<file path="src/rtl/regwr_rr_arb_if.sv">
// Purpose: bundle the two requester write channels and the bank-side write
//          port of the round-robin register-write arbiter.
// Signals:
//   req0/addr0/data0 -> ack0   requester 0 write channel
//   req1/addr1/data1 -> ack1   requester 1 write channel
//   wr_en[NREG]/wr_data        one-hot enable and shared data into the bank
//   busy                       arbiter is in its write cycle
// Modports:
//   master - requester/bank side (drives requests, observes acks and bank port)
//   slave  - arbiter side
interface regwr_rr_arb_if #(
  parameter int unsigned WIDTH = 16,
  parameter int unsigned AW    = 3
);

  localparam int unsigned NREG = 1 << AW;

  logic             req0;
  logic [AW-1:0]    addr0;
  logic [WIDTH-1:0] data0;
  logic             ack0;

  logic             req1;
  logic [AW-1:0]    addr1;
  logic [WIDTH-1:0] data1;
  logic             ack1;

  logic [NREG-1:0]  wr_en;
  logic [WIDTH-1:0] wr_data;
  logic             busy;

  modport master (
    output req0, addr0, data0,
    output req1, addr1, data1,
    input  ack0, ack1,
    input  wr_en, wr_data, busy
  );

  modport slave (
    input  req0, addr0, data0,
    input  req1, addr1, data1,
    output ack0, ack1,
    output wr_en, wr_data, busy
  );

endinterface

</file>
<file path="src/rtl/regwr_rr_arb.sv">
// Purpose: round-robin arbiter granting one of two requesters the single
//          write port of a bank of 2**AW registers. Each grant produces one
//          WRITE cycle with a one-hot enable, the winner's data and an ack.
// Ports:
//   clk  - system clock, rising edge
//   rst  - asynchronous reset, active-high
//   bus  - regwr_rr_arb_if.slave: req/addr/data in, ack/wr_en/wr_data/busy out
// All outputs come straight from flops.
module regwr_rr_arb #(
  parameter int unsigned WIDTH = 16,
  parameter int unsigned AW    = 3
) (
  input  logic           clk,
  input  logic           rst,
  regwr_rr_arb_if.slave  bus
);

  localparam int unsigned NREG = 1 << AW;

  typedef enum logic {
    IDLE  = 1'b0,
    WRITE = 1'b1
  } state_t;

  state_t           state;
  logic             last;      // id of the most recent completed grant
  logic [NREG-1:0]  wr_en_q;
  logic [WIDTH-1:0] wr_data_q;
  logic             ack0_q;
  logic             ack1_q;
  logic             busy_q;
  logic             grant1_c;

  // Requester 1 wins if alone, or on a tie when requester 0 went last.
  always_comb begin
    grant1_c = bus.req1 & (~bus.req0 | ~last);
  end

  // Arbitration FSM. The winner's address and data are captured directly
  // into the registered enable/data outputs, and the ack flops double as
  // the captured winner id used to update the round-robin pointer.
  always_ff @(posedge clk or posedge rst) begin
    if (rst) begin
      state     <= IDLE;
      last      <= 1'b1;
      wr_en_q   <= '0;
      wr_data_q <= '0;
      ack0_q    <= 1'b0;
      ack1_q    <= 1'b0;
      busy_q    <= 1'b0;
    end else begin
      case (state)
        IDLE: begin
          if (bus.req0 | bus.req1) begin
            state  <= WRITE;
            busy_q <= 1'b1;
            if (grant1_c) begin
              wr_en_q   <= NREG'(1) << bus.addr1;
              wr_data_q <= bus.data1;
              ack1_q    <= 1'b1;
            end else begin
              wr_en_q   <= NREG'(1) << bus.addr0;
              wr_data_q <= bus.data0;
              ack0_q    <= 1'b1;
            end
          end
        end
        WRITE: begin
          // Single write cycle; requests are ignored here.
          state   <= IDLE;
          last    <= ack1_q;
          wr_en_q <= '0;
          ack0_q  <= 1'b0;
          ack1_q  <= 1'b0;
          busy_q  <= 1'b0;
        end
        default: begin
          state <= IDLE;
        end
      endcase
    end
  end

  assign bus.wr_en   = wr_en_q;
  assign bus.wr_data = wr_data_q;
  assign bus.ack0    = ack0_q;
  assign bus.ack1    = ack1_q;
  assign bus.busy    = busy_q;

endmodule
</file>
<file path="src/flat_wrapper.sv">
// flat-port wrapper written by rule: the top's interface ports become plain ports
module regwr_rr_arb_flat 
#(
  parameter int unsigned WIDTH = 16,
  parameter int unsigned AW    = 3
)
  (clk, rst, bus_req0, bus_addr0, bus_data0, bus_req1, bus_addr1, bus_data1, bus_ack0, bus_ack1, bus_wr_en, bus_wr_data, bus_busy);
  regwr_rr_arb_if #(.WIDTH(WIDTH), .AW(AW)) bus_i ();
  input  logic clk;
  input  logic rst;
  input wire logic [$bits(bus_i.req0)-1:0] bus_req0;
  input wire logic [$bits(bus_i.addr0)-1:0] bus_addr0;
  input wire logic [$bits(bus_i.data0)-1:0] bus_data0;
  input wire logic [$bits(bus_i.req1)-1:0] bus_req1;
  input wire logic [$bits(bus_i.addr1)-1:0] bus_addr1;
  input wire logic [$bits(bus_i.data1)-1:0] bus_data1;
  output wire logic [$bits(bus_i.ack0)-1:0] bus_ack0;
  output wire logic [$bits(bus_i.ack1)-1:0] bus_ack1;
  output wire logic [$bits(bus_i.wr_en)-1:0] bus_wr_en;
  output wire logic [$bits(bus_i.wr_data)-1:0] bus_wr_data;
  output wire logic [$bits(bus_i.busy)-1:0] bus_busy;
  assign bus_i.req0 = bus_req0;
  assign bus_i.addr0 = bus_addr0;
  assign bus_i.data0 = bus_data0;
  assign bus_i.req1 = bus_req1;
  assign bus_i.addr1 = bus_addr1;
  assign bus_i.data1 = bus_data1;
  assign bus_ack0 = bus_i.ack0;
  assign bus_ack1 = bus_i.ack1;
  assign bus_wr_en = bus_i.wr_en;
  assign bus_wr_data = bus_i.wr_data;
  assign bus_busy = bus_i.busy;
  regwr_rr_arb #(.WIDTH(WIDTH), .AW(AW)) u_core (.clk(clk), .rst(rst), .bus(bus_i));
endmodule
</file>
<file path="config.mk">
export PLATFORM = sky130hd
export DESIGN_NAME = regwr_rr_arb_flat
export DESIGN_NICKNAME = d
export VERILOG_FILES = /design/src/rtl/regwr_rr_arb_if.sv /design/src/rtl/regwr_rr_arb.sv /design/src/flat_wrapper.sv
export SDC_FILE = /design/constraint.sdc
export NUM_CORES = 1
export LEC_CHECK = 0
export CAP_MARGIN = 10
export CORE_AREA = 10 10 60 82
export CTS_BUF_LIST = sky130_fd_sc_hd__clkbuf_4 sky130_fd_sc_hd__clkbuf_8
export DETAILED_ROUTE_END_ITERATION = 7
export DIE_AREA = 0 0 70 92
export GPL_TIMING_DRIVEN = 0
export PLACE_DENSITY = 0.79
export SETUP_SLACK_MARGIN = 0.02
export SYNTH_ARGS = -nofsm -noshare
export SYNTH_HDL_FRONTEND = slang
export SYNTH_SLANG_ARGS = --single-unit
</file>
<file path="constraint.sdc">
create_clock -name clk -period 1.85 [get_ports clk]
set_clock_uncertainty 0.15 [all_clocks]
set_input_delay 0.185 -clock clk [delete_from_list [all_inputs] [get_ports clk]]
set_output_delay 0.185 -clock clk [all_outputs]
set_load 0.05 [all_outputs]
</file>
# Yosys cells after proc, flatten, opt, wreduce, memory -nomap -nowiden
# Index checks and enable logic that the tools add are counted.
[classes]
eq_ne = 3
bitwise = 6
n_reduce_logical = 3
n_shift = 2
muxes = 14
[ops]
columns = ["cell", "n"]
rows = [
  ["$mux W16", 1],
  ["$mux W8", 2],
  ["$pmux W8 S2", 1],
  ["$shl A1 B3 Y8 const A", 2],
  ["$pmux W1 S2", 4],
  ["$mux W1", 6],
  ["$reduce_and A2 Y1", 3],
  ["$ne A2 B1 Y1 const B", 2],
  ["$not A1 Y1", 3],
  ["$ne A2 B2 Y1 const B", 1],
  ["$or A1 B1 Y1", 2],
  ["$and A1 B1 Y1", 1],
]
[word_totals]
elab_cells = 35
out_inout_bits = 27
ff_bits = 29
in_bits = 42

# Longest topological paths before layout
[depth]
depth_word = 6
mapped_depth = 5
mapped_depth_nobuf = 3

# Worst setup path after synthesis
# OpenSTA, ideal clock, no wires.
[synth_path]
kind = "reg2reg"
start = "register u_core.last"
end = "register u_core.wr_en_q[7], in the netlist u_core.bus.wr_en[7]"
stages_incl_launch_ff = 5
slack_ns = 0.451
required_ns = 1.565
setup_ns = 0.135
arrival_ns = 1.114
path_buffers = 1
cell_sequence = "dfstp_2 > a21boi_4 > buf_8 > a32oi_1 > o21ai_0"
[synth_between]
elab_chain_cells = 6
[synth_rtl]
columns = ["element", "line", "rtl"]
rows = [
  ["start: declaration", "regwr_rr_arb.sv:26", "logic last;"],
  ["start signal: assignment", "regwr_rr_arb.sv:71", "last <= ack1_q;"],
  ["$not A1 Y1", "regwr_rr_arb.sv:36", "grant1_c = bus.req1 & (~bus.req0 | ~last);"],
  ["$or A1 B1 Y1", "regwr_rr_arb.sv:36", ""],
  ["$and A1 B1 Y1", "regwr_rr_arb.sv:36", ""],
  ["$mux W8", "regwr_rr_arb.sv:57", "if (grant1_c) begin"],
  ["$mux W8", "regwr_rr_arb.sv:54", "if (bus.req0 | bus.req1) begin"],
  ["$pmux W8 S2", "regwr_rr_arb.sv:52", "case (state)"],
  ["end signal: assignment", "regwr_rr_arb.sv:58", "wr_en_q <= NREG'(1) << bus.addr1;"],
  ["end signal: assignment", "regwr_rr_arb.sv:62", "wr_en_q <= NREG'(1) << bus.addr0;"],
  ["end: declaration", "regwr_rr_arb.sv:27", "logic [NREG-1:0] wr_en_q;"],
]
# No other way between the ends. The select of a mux whose other input is x is not followed.
# A chain may end at the register's enable or synchronous reset.

# Worst setup path in the final report
[layout_path]
start = "register u_core.wr_data_q[4], in the netlist u_core.bus.wr_data[4]"
end = "output port bus_wr_data[4]"
[layout_lines]
columns = ["element", "line", "rtl"]
rows = [
  ["start: declaration", "regwr_rr_arb.sv:28", "logic [WIDTH-1:0] wr_data_q;"],
  ["start signal: assignment", "regwr_rr_arb.sv:59", "wr_data_q <= bus.data1;"],
  ["start signal: assignment", "regwr_rr_arb.sv:63", "wr_data_q <= bus.data0;"],
  ["end: declaration", "flat_wrapper.sv:20", "output wire logic [$bits(bus_i.wr_data)-1:0] bus_wr_data;"],
]
# No word-level cell between the ends.

==> out/summary.txt <==
Outcome - finished, final reports clean
Crit path required time - 1.51 ns
Floorplan die height - 92 um
Slowest stage cell, crit path - clkdlybuf4s50_1
Core area - 0.00351 sq mm
Via/cell ratio - 4.94
Worst EP arrival - 1.45 ns
Max-slew headroom - 45.6%
Largest net degree at the start of global routing - 30
RSZ-0062 raised after global routing - false
Final core utilization - 62.6%
Compound-Gate Fraction of Synth Area - 12.4%
Yosys top cell area share - 51.6%
P_leak - 0.000974 uW
Ant diodes - 0
Sequential cell area - 727 sq um
First-pass GRT wire length - 6710 um
Max VDD drop - 0.000665 V
CP Class - flip-flop to output pin
Mux cell area share after synthesis - 15.7%
Fin. max-slew vios - 0
HP Class - primary input to asynchronous set/reset pin
Synth top area cells - dfrtp_1 (52%), mux2i_1 (14%), o21ai_0 (8.1%)
Placed Instance Area - 0.00208 sq mm
Sink Count - 29
Worst-Skew Late Latency - 0.28 ns
Htree depth - 2
Cells after synthesis - 131
Gpl congestion - 0.815
Antenna Nets Post-Route - 0
Power Density - 1010 mW/mm^2
Share of cells above drive strength 1 - 9.18%
Grt ovf - 0
Maximum clock rate - 560 MHz
CTS clk-pin slew, worst paths - 0.07 ns
Min setup slack post-route - 0.0632 ns
Crit-path max cell delay - 0.82 ns
Family with the most delay on the worst path - buffers and inverters
Fill cell count - 304
Post-synthesis net count - 173
Nets@finish - 248
DRT iter0 DRCs - 92
Multi-input logic area - 566 sq um
Tcrit/Tclk final - 96.6%
#FFs+latches synth - 29
Synth-to-layout area growth - 62.0%
Final instance area - 0.00220 sq mm
CTS tree - built
Gr usage total - 12.9%
Mean Syn Cell Area - 10.4 sq um
I/O pins - 69
CP bufs+invs - 1
Final HPWL DP - 3380 um
Main combinational cell family by area after synthesis - multiplexers
Cts bufs inserted - 5
Max cap viols - 0
Dpl ws - -0.0812 ns
Finish-stage setup viols - 0
PnR Total Power - 2220 uW
Die footprint - 0.00644 sq mm
Crit-path max FO - 2
R2R setup slack - 0.18 ns
Row count - 26
Synth Cell Area - 0.00136 sq mm
Critical Path Sink Type - output pin
Starting Density - 38.7%
Die Width - 70 um
Synth Area in XOR/XNOR - 0%
Cell taking the most area after synthesis - dfrtp_1
Critical-path cell list - clkdlybuf4s50_1
Worst-case clock buffer depth - 2
Routed Wire Length - 4280 um
Vias in the first global route - 1,354
Final Hold Viols - 0
CTS root buffer - clkbuf_8
Number of distinct library cells after synthesis - 20
PortBufs - 67
Hold_ws - 0.00759 ns
Yosys warns - 0
Period minus WS final - 1.79 ns
Via count - 1,231
Worst-Margin Slew - 0.810 ns
Initial antenna violation count - 0
Cts hold-fix bufs - 0
Post-Synth Simple-Gate Area - 13.5%
Post-CTS setup buffer count - 0
Drt drc - 0
Post-Synth Adder-Cell Area - 0%
CP Launch Type - flip-flop
Pre-antenna DRT Iters - 4
Seq/Total Area, Yosys - 53.5%
Routed wire per std cell - 17.2 um
## synth_stat cells
cell / count
inv_1: 2
a21boi_4: 1
o21ai_0: 22
clkbuf_1: 2
nor3_1: 2
nor2_1: 8
o21bai_1: 1
dfrtp_1: 28
buf_2: 2
o21ai_1: 2
buf_8: 2
nor2b_1: 6
mux2_2: 2
a32oi_1: 2
a21oi_1: 1
dfstp_2: 1
mux2i_1: 19
buf_6: 1
nand2_1: 26
or2b_2: 1
## metrics by stage
stage / instances / TNS [ns]
CTS: 248 / 0
global route: 249 / 0
detailed placement: 240 / -0.391
floorplan: 131 / 0
global placement: 240 / -0.115
finish: 249 / 0
## power breakdown
| part | leakage, uW | internal [uW] | switching (uW) |
|---|---|---|---|
| clock | 0.0000484 | 275 | 232 |
| combinational | 0.000561 | 347 | 561 |
| sequential | 0.000364 | 743 | 59.4 |
| total | 0.000974 | 1360 | 853 |
## cell usage in the layout (no fill, tap or decap), types with 5 or more instances in the layout
cell type        count
clkdlybuf4s50_1     65
dfrtp_1             28
nand2_1             26
o21ai_0             22
mux2i_1             19
nor2_1               8
nor2b_1              6
clkbuf_8             5
## final timing paths
check	from	to	depth (start not counted)
max	u_core.bus.wr_data[4]$_DFFE_PP0P_	bus_wr_data[4]	1
min	rst	u_core.bus.wr_data[5]$_DFFE_PP0P_	2
max reg2reg	u_core.last$_DFFE_PP1P_	u_core.bus.wr_en[7]$_DFFE_PP0P_	4
min reg2reg	u_core.bus.wr_data[3]$_DFFE_PP0P_	u_core.bus.wr_data[3]$_DFFE_PP0P_	2
max in group asynchronous	rst	u_core.last$_DFFE_PP1P_	3
min in group clk	bus_req0	u_core.bus.busy$_DFFE_PP0P_	3
## final cells by class
| type | count | share of cell area, % |
|---|---|---|
| inverters | 2 | 0.341 |
| repair buffers | 68 | 31.9 |
| flip-flops and latches | 29 | 33.0 |
| clock buffers | 6 | 3.47 |
| well taps | 42 | 2.39 |
| plain buffers | 7 | 2.67 |
| clock inverters | 2 | 0.455 |
| multi-input cells | 93 | 25.7 |
## kinds of logic (layout without fill, tap and decap cells)
family | after synthesis | in the layout
AND/OR/NAND/NOR | 43 | 43
AO/OA/AOI/OAI | 29 | 29
flip-flops | 29 | 29
multiplexers | 21 | 21
buffers and inverters | 9 | 85
## metal layers
metal | wire length [um] | global-route usage, % | part of all wire, % | vias to the layer above
met3 | 328 | 5.61 | 7.7 | 4
met5 | 0 | 0 | 0 | -
met4 | 37 | 3.96 | 0.86 | 0
li1 | - | - | - | 595
met1 | 1700 | 13.3 | 40 | 579
met2 | 2210 | 23.0 | 52 | 53
## registers in the layout, summed over array words and instances, names as in the netlist
| name | flops |
|---|---|
| u_core.bus.wr_data | 16 |
| u_core.state | 1 |
| u_core.bus.busy | 1 |
| u_core.bus.ack0 | 1 |
| u_core.bus.ack1 | 1 |
| u_core.bus.wr_en | 8 |
| u_core.last | 1 |
## repair_timing
action                                  in CTS  in global routing
gates resized for setup                      0                  2
endpoints found under the setup margin       0                  2
hold endpoints to repair                     0                  0
No activity file was read; power rests on OpenSTA's default activity.
